File: src/rtl/tqv_bus_initiator_fifo.sv
// Bus initiator for the TinyQV peripheral register interface.
// Issues one register command at a time onto a peripheral.
// Each request is followed by a mandatory one-cycle idle gap.
// Read results, including read timeouts, are queued in a small response FIFO.
module tqv_bus_initiator_fifo #(
    parameter int FIFO_DEPTH = 4,
    parameter int TIMEOUT    = 255
) (
    input  logic        clk,
    input  logic        rst_n,
    input  logic        cmd_valid,
    output logic        cmd_ready,
    input  logic        cmd_write,
    input  logic [5:0]  cmd_addr,
    input  logic [1:0]  cmd_size,
    input  logic [31:0] cmd_wdata,
    output logic        rsp_valid,
    input  logic        rsp_ready,
    output logic [31:0] rsp_data,
    output logic        rsp_err,
    output logic        wr_err,
    input  logic        clr_err,
    output logic [5:0]  address,
    output logic [31:0] data_in,
    output logic [1:0]  data_write_n,
    output logic [1:0]  data_read_n,
    input  logic [31:0] data_out,
    input  logic        data_ready
);

    localparam int             AW        = (FIFO_DEPTH > 1) ? $clog2(FIFO_DEPTH) : 1;
    localparam logic [AW:0]    DEPTH_C   = (AW+1)'(FIFO_DEPTH);
    localparam logic [7:0]     TIMEOUT_C = 8'(TIMEOUT);

    typedef enum logic [1:0] {
        ST_IDLE = 2'd0,
        ST_REQ  = 2'd1,
        ST_GAP  = 2'd2
    } state_t;

    state_t        r_state;
    logic          r_is_read;
    logic [7:0]    r_cycles;
    logic [5:0]    r_address;
    logic [31:0]   r_data_in;
    logic [1:0]    r_write_n;
    logic [1:0]    r_read_n;
    logic          r_wr_err;

    logic [AW-1:0] r_wptr;
    logic [AW-1:0] r_rptr;
    logic [AW:0]   r_count;
    logic [32:0]   r_mem [FIFO_DEPTH];

    logic          w_accept;
    logic          w_done;
    logic          w_timeout;
    logic          w_push;
    logic          w_pop;
    logic [32:0]   w_push_entry;
    logic [32:0]   w_head;
    logic [1:0]    w_size;

    // Size 11 is an alias for a 32-bit access.
    assign w_size = (cmd_size == 2'b11) ? 2'b10 : cmd_size;

    // A read in flight always lands in the FIFO before the FSM returns to
    // IDLE, so in IDLE the occupancy alone is the reserved-slot count.
    assign cmd_ready = (r_state == ST_IDLE) && (cmd_write || (r_count < DEPTH_C));
    assign w_accept  = cmd_valid && cmd_ready;

    // data_ready on the final allowed cycle still counts as success.
    assign w_done       = (r_state == ST_REQ) && data_ready;
    assign w_timeout    = (r_state == ST_REQ) && !data_ready && (r_cycles == TIMEOUT_C);
    assign w_push       = r_is_read && (w_done || w_timeout);
    assign w_push_entry = w_done ? {1'b0, data_out} : {1'b1, 32'h0};
    assign w_pop        = (r_count != '0) && rsp_ready;

    assign w_head    = r_mem[r_rptr];
    assign rsp_valid = (r_count != '0);
    assign rsp_data  = rsp_valid ? w_head[31:0] : 32'h0;
    assign rsp_err   = rsp_valid ? w_head[32] : 1'b0;

    assign address      = r_address;
    assign data_in      = r_data_in;
    assign data_write_n = r_write_n;
    assign data_read_n  = r_read_n;
    assign wr_err       = r_wr_err;

    // Request sequencer: IDLE -> REQ (strobe held) -> GAP (strobes idle) -> IDLE.
    always_ff @(posedge clk or negedge rst_n) begin
        if (!rst_n) begin
            r_state   <= ST_IDLE;
            r_is_read <= 1'b0;
            r_cycles  <= 8'd0;
            r_address <= 6'd0;
            r_data_in <= 32'h0;
            r_write_n <= 2'b11;
            r_read_n  <= 2'b11;
        end else begin
            case (r_state)
                ST_IDLE: begin
                    if (w_accept) begin
                        r_address <= cmd_addr;
                        r_data_in <= cmd_wdata;
                        r_is_read <= !cmd_write;
                        r_cycles  <= 8'd1;
                        if (cmd_write) begin
                            r_write_n <= w_size;
                        end else begin
                            r_read_n  <= w_size;
                        end
                        r_state   <= ST_REQ;
                    end
                end
                ST_REQ: begin
                    if (w_done || w_timeout) begin
                        r_write_n <= 2'b11;
                        r_read_n  <= 2'b11;
                        r_state   <= ST_GAP;
                    end else begin
                        r_cycles  <= r_cycles + 8'd1;
                    end
                end
                ST_GAP: begin
                    r_state <= ST_IDLE;
                end
                default: begin
                    r_state <= ST_IDLE;
                end
            endcase
        end
    end

    // Sticky write-timeout flag; a new timeout takes priority over a clear.
    always_ff @(posedge clk or negedge rst_n) begin
        if (!rst_n) begin
            r_wr_err <= 1'b0;
        end else if (w_timeout && !r_is_read) begin
            r_wr_err <= 1'b1;
        end else if (clr_err) begin
            r_wr_err <= 1'b0;
        end
    end

    // Response FIFO pointers and occupancy; simultaneous push and pop cancel.
    always_ff @(posedge clk or negedge rst_n) begin
        if (!rst_n) begin
            r_wptr  <= '0;
            r_rptr  <= '0;
            r_count <= '0;
        end else begin
            if (w_push) begin
                r_wptr <= r_wptr + 1'b1;
            end
            if (w_pop) begin
                r_rptr <= r_rptr + 1'b1;
            end
            case ({w_push, w_pop})
                2'b10:   r_count <= r_count + 1'b1;
                2'b01:   r_count <= r_count - 1'b1;
                default: r_count <= r_count;
            endcase
        end
    end

    // Response storage; contents are only observed while occupancy covers them.
    always_ff @(posedge clk) begin
        if (w_push) begin
            r_mem[r_wptr] <= w_push_entry;
        end
    end

endmodule

File: config.mk
export PLATFORM = sky130hd
export DESIGN_NAME = tqv_bus_initiator_fifo
export DESIGN_NICKNAME = d
export VERILOG_FILES = /design/src/rtl/tqv_bus_initiator_fifo.sv
export SDC_FILE = /design/constraint.sdc
export NUM_CORES = 1
export LEC_CHECK = 0
export ABC_AREA = 1
export CAP_MARGIN = 40
export CORE_MARGIN = 5
export CORE_UTILIZATION = 52
export CTS_CLUSTER_SIZE = 14
export DETAILED_ROUTE_END_ITERATION = 12
export PLACE_DENSITY = 0.77
export SYNTH_ARGS = -nofsm -noshare
export SYNTH_HDL_FRONTEND = slang
export SYNTH_SLANG_ARGS = --single-unit
File: constraint.sdc
create_clock -name clk -period 3.37 [get_ports clk]
set_clock_uncertainty 0.15 [all_clocks]
set_input_delay 1.011 -clock clk [delete_from_list [all_inputs] [get_ports clk]]
set_output_delay 1.011 -clock clk [all_outputs]
set_load 0.1 [all_outputs]
# --- After elaboration in Yosys (flattened, before gate mapping) ---
# Memories as Yosys holds them, arrays and structs flattened.
# Cells that the tools add are included.
op_classes:
  addsub: 5
  mul: 0
  n_div: 0
  order_cmp: 1
  eq_ne: 10
  n_shift: 0
  mux: 22
  n_bitwise: 0
  reduce_logical: 23
ops:
  columns: ["op", "count"]
  rows:
  - ["two-way mux 33 bit", 1]
  - ["two-way mux 32 bit", 1]
  - ["two-way mux 2 bit", 8]
  - ["two-way mux 8 bit", 2]
  - ["one-hot mux 8 bit (2 select lines)", 1]
  - ["one-hot mux 2 bit (2 select lines)", 3]
  - ["adder 8 x 1 -> 8 bit, second input constant", 1]
  - ["== test 8 bit, second input constant", 1]
  - ["logical AND 1 bit", 8]
  - ["!= test 2 bit, second input constant", 4]
  - ["AND reduction 4 bit", 2]
  - ["one-hot mux 3 bit (2 select lines)", 1]
  - ["nonzero test 2 bit", 3]
  - ["two-way mux 1 bit", 5]
  - ["adder 2 x 1 -> 2 bit, second input constant", 2]
  - ["== test 2 x 1 -> 1 bit, second input constant", 2]
  - ["== test 2 bit, second input constant", 2]
  - ["AND reduction 2 bit", 2]
  - ["adder 3 x 1 -> 3 bit, second input constant", 1]
  - ["zero test 1 bit", 3]
  - ["< comparator 3 bit, second input constant", 1]
  - ["AND reduction 3 bit", 1]
  - ["nonzero test 3 bit", 1]
  - ["subtractor 3 x 1 -> 3 bit, second input constant", 1]
  - ["3 further kinds", 4]
totals:
  ff_bits: 61
  latchBits: 0
  ramBits: 132
  romBits: 0
  input_bits: 79
  word_cells: 73
  mem_count: 1
mem_list:
  columns: ["memory", "words", "word_bits", "rd", "rd_clocked_by_memory_dff", "write_ports", "line_no", "text"]
  rows:
  - ["r_mem", 4, 33, 1, 0, 1, "53", "logic [32:0] r_mem [FIFO_DEPTH];"]

# --- Depth between registers and ports, before layout ---
logic_depth:
  depth_word: 7
  mapped_depth: 12
  ltp_nobuf: 12

# --- Least setup slack after synthesis ---
# Ideal clock, no wire load.
synth_timing:
  path_kind: "register to output"
  from: "reg r_rptr[0]"
  to: "out rsp_data[30]"
  arrival_ns: 2.490
  path_slack_ns: -0.281
  path_stages_with_launch: 7
  path_cell_list: "dfrtp_1 > buf_2 > inv_2 > buf_2 > clkbuf_1 > o21ai_0 > a21oi_1"
synth_between:
  elab_chain_len: 2
synth_rtl:
  columns: ["item", "line_no", "text"]
  rows:
  - ["start: declaration", "51", "logic [AW-1:0] r_rptr;"]
  - ["start signal: assignment", "157", "r_rptr <= r_rptr + 1'b1;"]
  - ["memory (4 x 33 bit)", null, null]
  - ["two-way mux 32 bit", "81", "assign rsp_data = rsp_valid ? w_head[31:0] : 32'h0;"]
  - ["end: declaration", "19", "output logic [31:0] rsp_data,"]
# Every way passes these cells.

# --- Worst setup path after layout ---
layout_timing:
  from: "reg r_rptr[0]"
  to: "out rsp_data[31]"
# The elaborated chain is that of the path after synthesis.

==> flow_metrics.env <==
export IMPL_port_buffers=156
export IMPL_worst_pin_slew_ns=0.5628
export IMPL_hold_buffers=0
export IMPL_fmax_mhz=308.1
export IMPL_cts_root_buf="clkbuf_16"
export IMPL_synth_cell_types=33
export IMPL_maxCapViolations=0
export IMPL_post_cts_buffers=0
export IMPL_core_mm2=0.01526
export IMPL_dieArea_mm2=0.01820
export IMPL_vias=5611
export IMPL_crit_arrival_ns=2.08
export IMPL_r2r_cells=12
export IMPL_hold_viol=0
export IMPL_critPathSlowestCell="dfrtp_2"
export IMPL_end_kind="output port"
export IMPL_setup_worst_path_start_class="flip-flop"
export IMPL_finalWirelength_mm=17.67
export IMPL_post_route_min_period_ns=3.246
export IMPL_critPathCapture="rsp_data[31]"
export IMPL_crit_fanout=34
export IMPL_cp_required_ns=2.21
export IMPL_grt_max_degree=54
export IMPL_relSlewSlack=0.6248
export IMPL_nets=953
export IMPL_crit_top_cell="nor2_1"
export IMPL_clock_sinks=193
export IMPL_yosys_warnings=0
export IMPL_rr_startpoint="r_cycles[1]"
export IMPL_ant_nets=0
export IMPL_grt_setup_unrepaired="yes"
export IMPL_rows=45
export IMPL_setup_violations=0
export IMPL_grt_pass1_vias=5799
export IMPL_antenna_found_initial=1
export IMPL_design_area_mm2=0.01090
export IMPL_crit_family="flip-flops"
export IMPL_seq_area_frac_synth=0.6773
export IMPL_placed_cell_area_mm2=0.01032
export IMPL_hp_class="reg -> reg"
export IMPL_viasPerCell=5.143
export IMPL_area_growth_pct=34.36
export IMPL_die_x_um=134.9
export IMPL_cts_path_max_buffers=2
export IMPL_grt_pass1_wl_mm=28.47
export IMPL_path_class="reg -> out"
export IMPL_n_antenna_cell=0
export IMPL_layout_drive_gt1_share=0.2523
export IMPL_htree_levels=4
export IMPL_path_clk_slew_ns=0.07
export IMPL_synth_seq_cells=193
export IMPL_gp_congestion=0.8024
export IMPL_r2r_end="r_count[2]"
export IMPL_syn_avg_cell_area_um2=11.51
export IMPL_initial_core_util=0.5318
export IMPL_grt_total_usage=0.2011
export IMPL_worstPathCellList="buf_6 > nor2_1 > nor2_1 > o21ai_0 > a21oi_2 > buf_12"
export IMPL_startpoint="r_rptr[0]"
export IMPL_fillers=1020
export IMPL_die_y_um=134.9
export IMPL_cts_tree="built"
export IMPL_synthCells=705
export IMPL_period_share=0.9631
export IMPL_drt_initial_drc_count=477
export IMPL_routedWlPerCell_um=16.20
export IMPL_remaining_drc_errors=0
export IMPL_status="completed"
export IMPL_ios=157
export IMPL_slew_violations=0
export IMPL_dr_pass1_iters=5
export IMPL_hpwlAfterDp_mm=11.78
export IMPL_crit_buf_inv=2
export IMPL_grt_ovfl_total=0
export IMPL_cts_made_buffers=17
export IMPL_synth_nets=791
export IMPL_syn_area_mm2=0.008114
export IMPL_cts_repair_resized=0
export IMPL_critPathMaxStageDelay_ns=0.53
export IMPL_regToRegSetupSlack_ns=0.97
export IMPL_clock_latency_ns=0.43
export IMPL_crit_cells=6
cell families (layout without fill, tap and decap cells):
family,count (synthesis),after routing,share of synthesized area
AO/OA/AOI/OAI,111,111,0.06893
XOR/XNOR,4,4,0.004318
adder cells (fa/ha/maj),7,7,0.01172
buffers and inverters,93,268,0.05011
flip-flops,193,193,0.6773
multiplexers,38,38,0.05783
AND/OR/NAND/NOR,259,259,0.1298
worst min path at each step:
stage,start,endpoint,slack [ns],depth (start not counted)
floorplan,r_count[0],r_count[0],0.34,1
global placement,data_write_n[0],data_write_n[0],0.30,2
detailed placement,data_write_n[1],data_write_n[1],0.31,2
CTS,data_write_n[1],data_write_n[1],0.32,2
global route,data_read_n[0],data_read_n[0],0.34,2
finish,data_write_n[1],data_write_n[1],0.32,2
final cells by class:
type                       instances  area (µm²)  share of cell area
multi-input combinational        419        2372              0.2176
timing repair buffer             177        1973              0.1810
clock buffer                      19       432.9             0.03971
clock inverter                    13       137.6             0.01262
sequential                       193        5497              0.5042
inverter                          59       225.2             0.02066
tap                              211       264.0             0.02422
tightest hold or removal path, stage by stage, from the launching register on:
cell and delay (ns):
dfstp_2 0.37, nand2_1 0.06, nand2_1 0.04
routing by layer:
layer | routed length [µm] | global-route usage
met1 | 7191 | 0.2507
met2 | 8632 | 0.3299
met3 | 1573 | 0.06520
met4 | 257 | 0.07466
met5 | 16 | 0
metrics by stage:
| stage | instances | setup WS [ns] | hold slack [ns] | util | TNS [ns] |
|---|---|---|---|---|---|
| 2_1_floorplan | 705 | 0.006803 | 0.3355 | - | 0 |
| 3_3_place_gp | 1059 | 0.2140 | 0.3022 | 0.6766 | 0 |
| 3_5_place_dp | 1059 | 0.1705 | 0.3050 | 0.6766 | 0 |
| 4_1_cts | 1091 | 0.01286 | 0.3184 | 0.7140 | 0 |
| 5_1_grt | 1091 | -0.01020 | 0.3372 | 0.7145 | -0.01020 |
| 6_report | 1091 | 0.1244 | 0.3212 | 0.7145 | 0 |
cells in the mapped netlist (all sizes together):
master	n	share of area
a21oi	37	0.023
nand3	18	0.012
buf	19	0.016
o22ai	1	0.00077
o21ai	72	0.044
nor3	1	0.0012
ha	6	0.0093
mux2	38	0.058
nand4	4	0.0031
inv	58	0.027
nor3b	2	0.0018
fa	1	0.0025
dfstp	4	0.013
edfxtp	132	0.49
xnor2	2	0.0022
clkbuf	15	0.0071
dfrtp	57	0.18
nor2	180	0.085
xor2	2	0.0022
clkinv	1	0.00046
o21bai	1	0.00093
and2	1	0.00077
nand2	53	0.026
flip-flops by register name (all words and copies together) (netlist names):
register,count
r_rptr,2
address,6
r_is_read,1
r_count,3
data_in,32
wr_err,1
r_wptr,2
r_cycles,8
r_mem,132
r_state,2
data_write_n,2
data_read_n,2
cell usage in the layout (no fill, tap or decap), drive strengths merged, types with 37 or more instances in the layout:
cell type and count:
edfxtp 132, a21oi 37, nand2 53, buf 100
inv 60, nor2 180, mux2 38, o21ai 72
dfrtp 57, clkdlybuf4s50 77
Power is not shown: default switching activity piles up to over one toggle a cycle in this logic, so the estimate is an artifact.
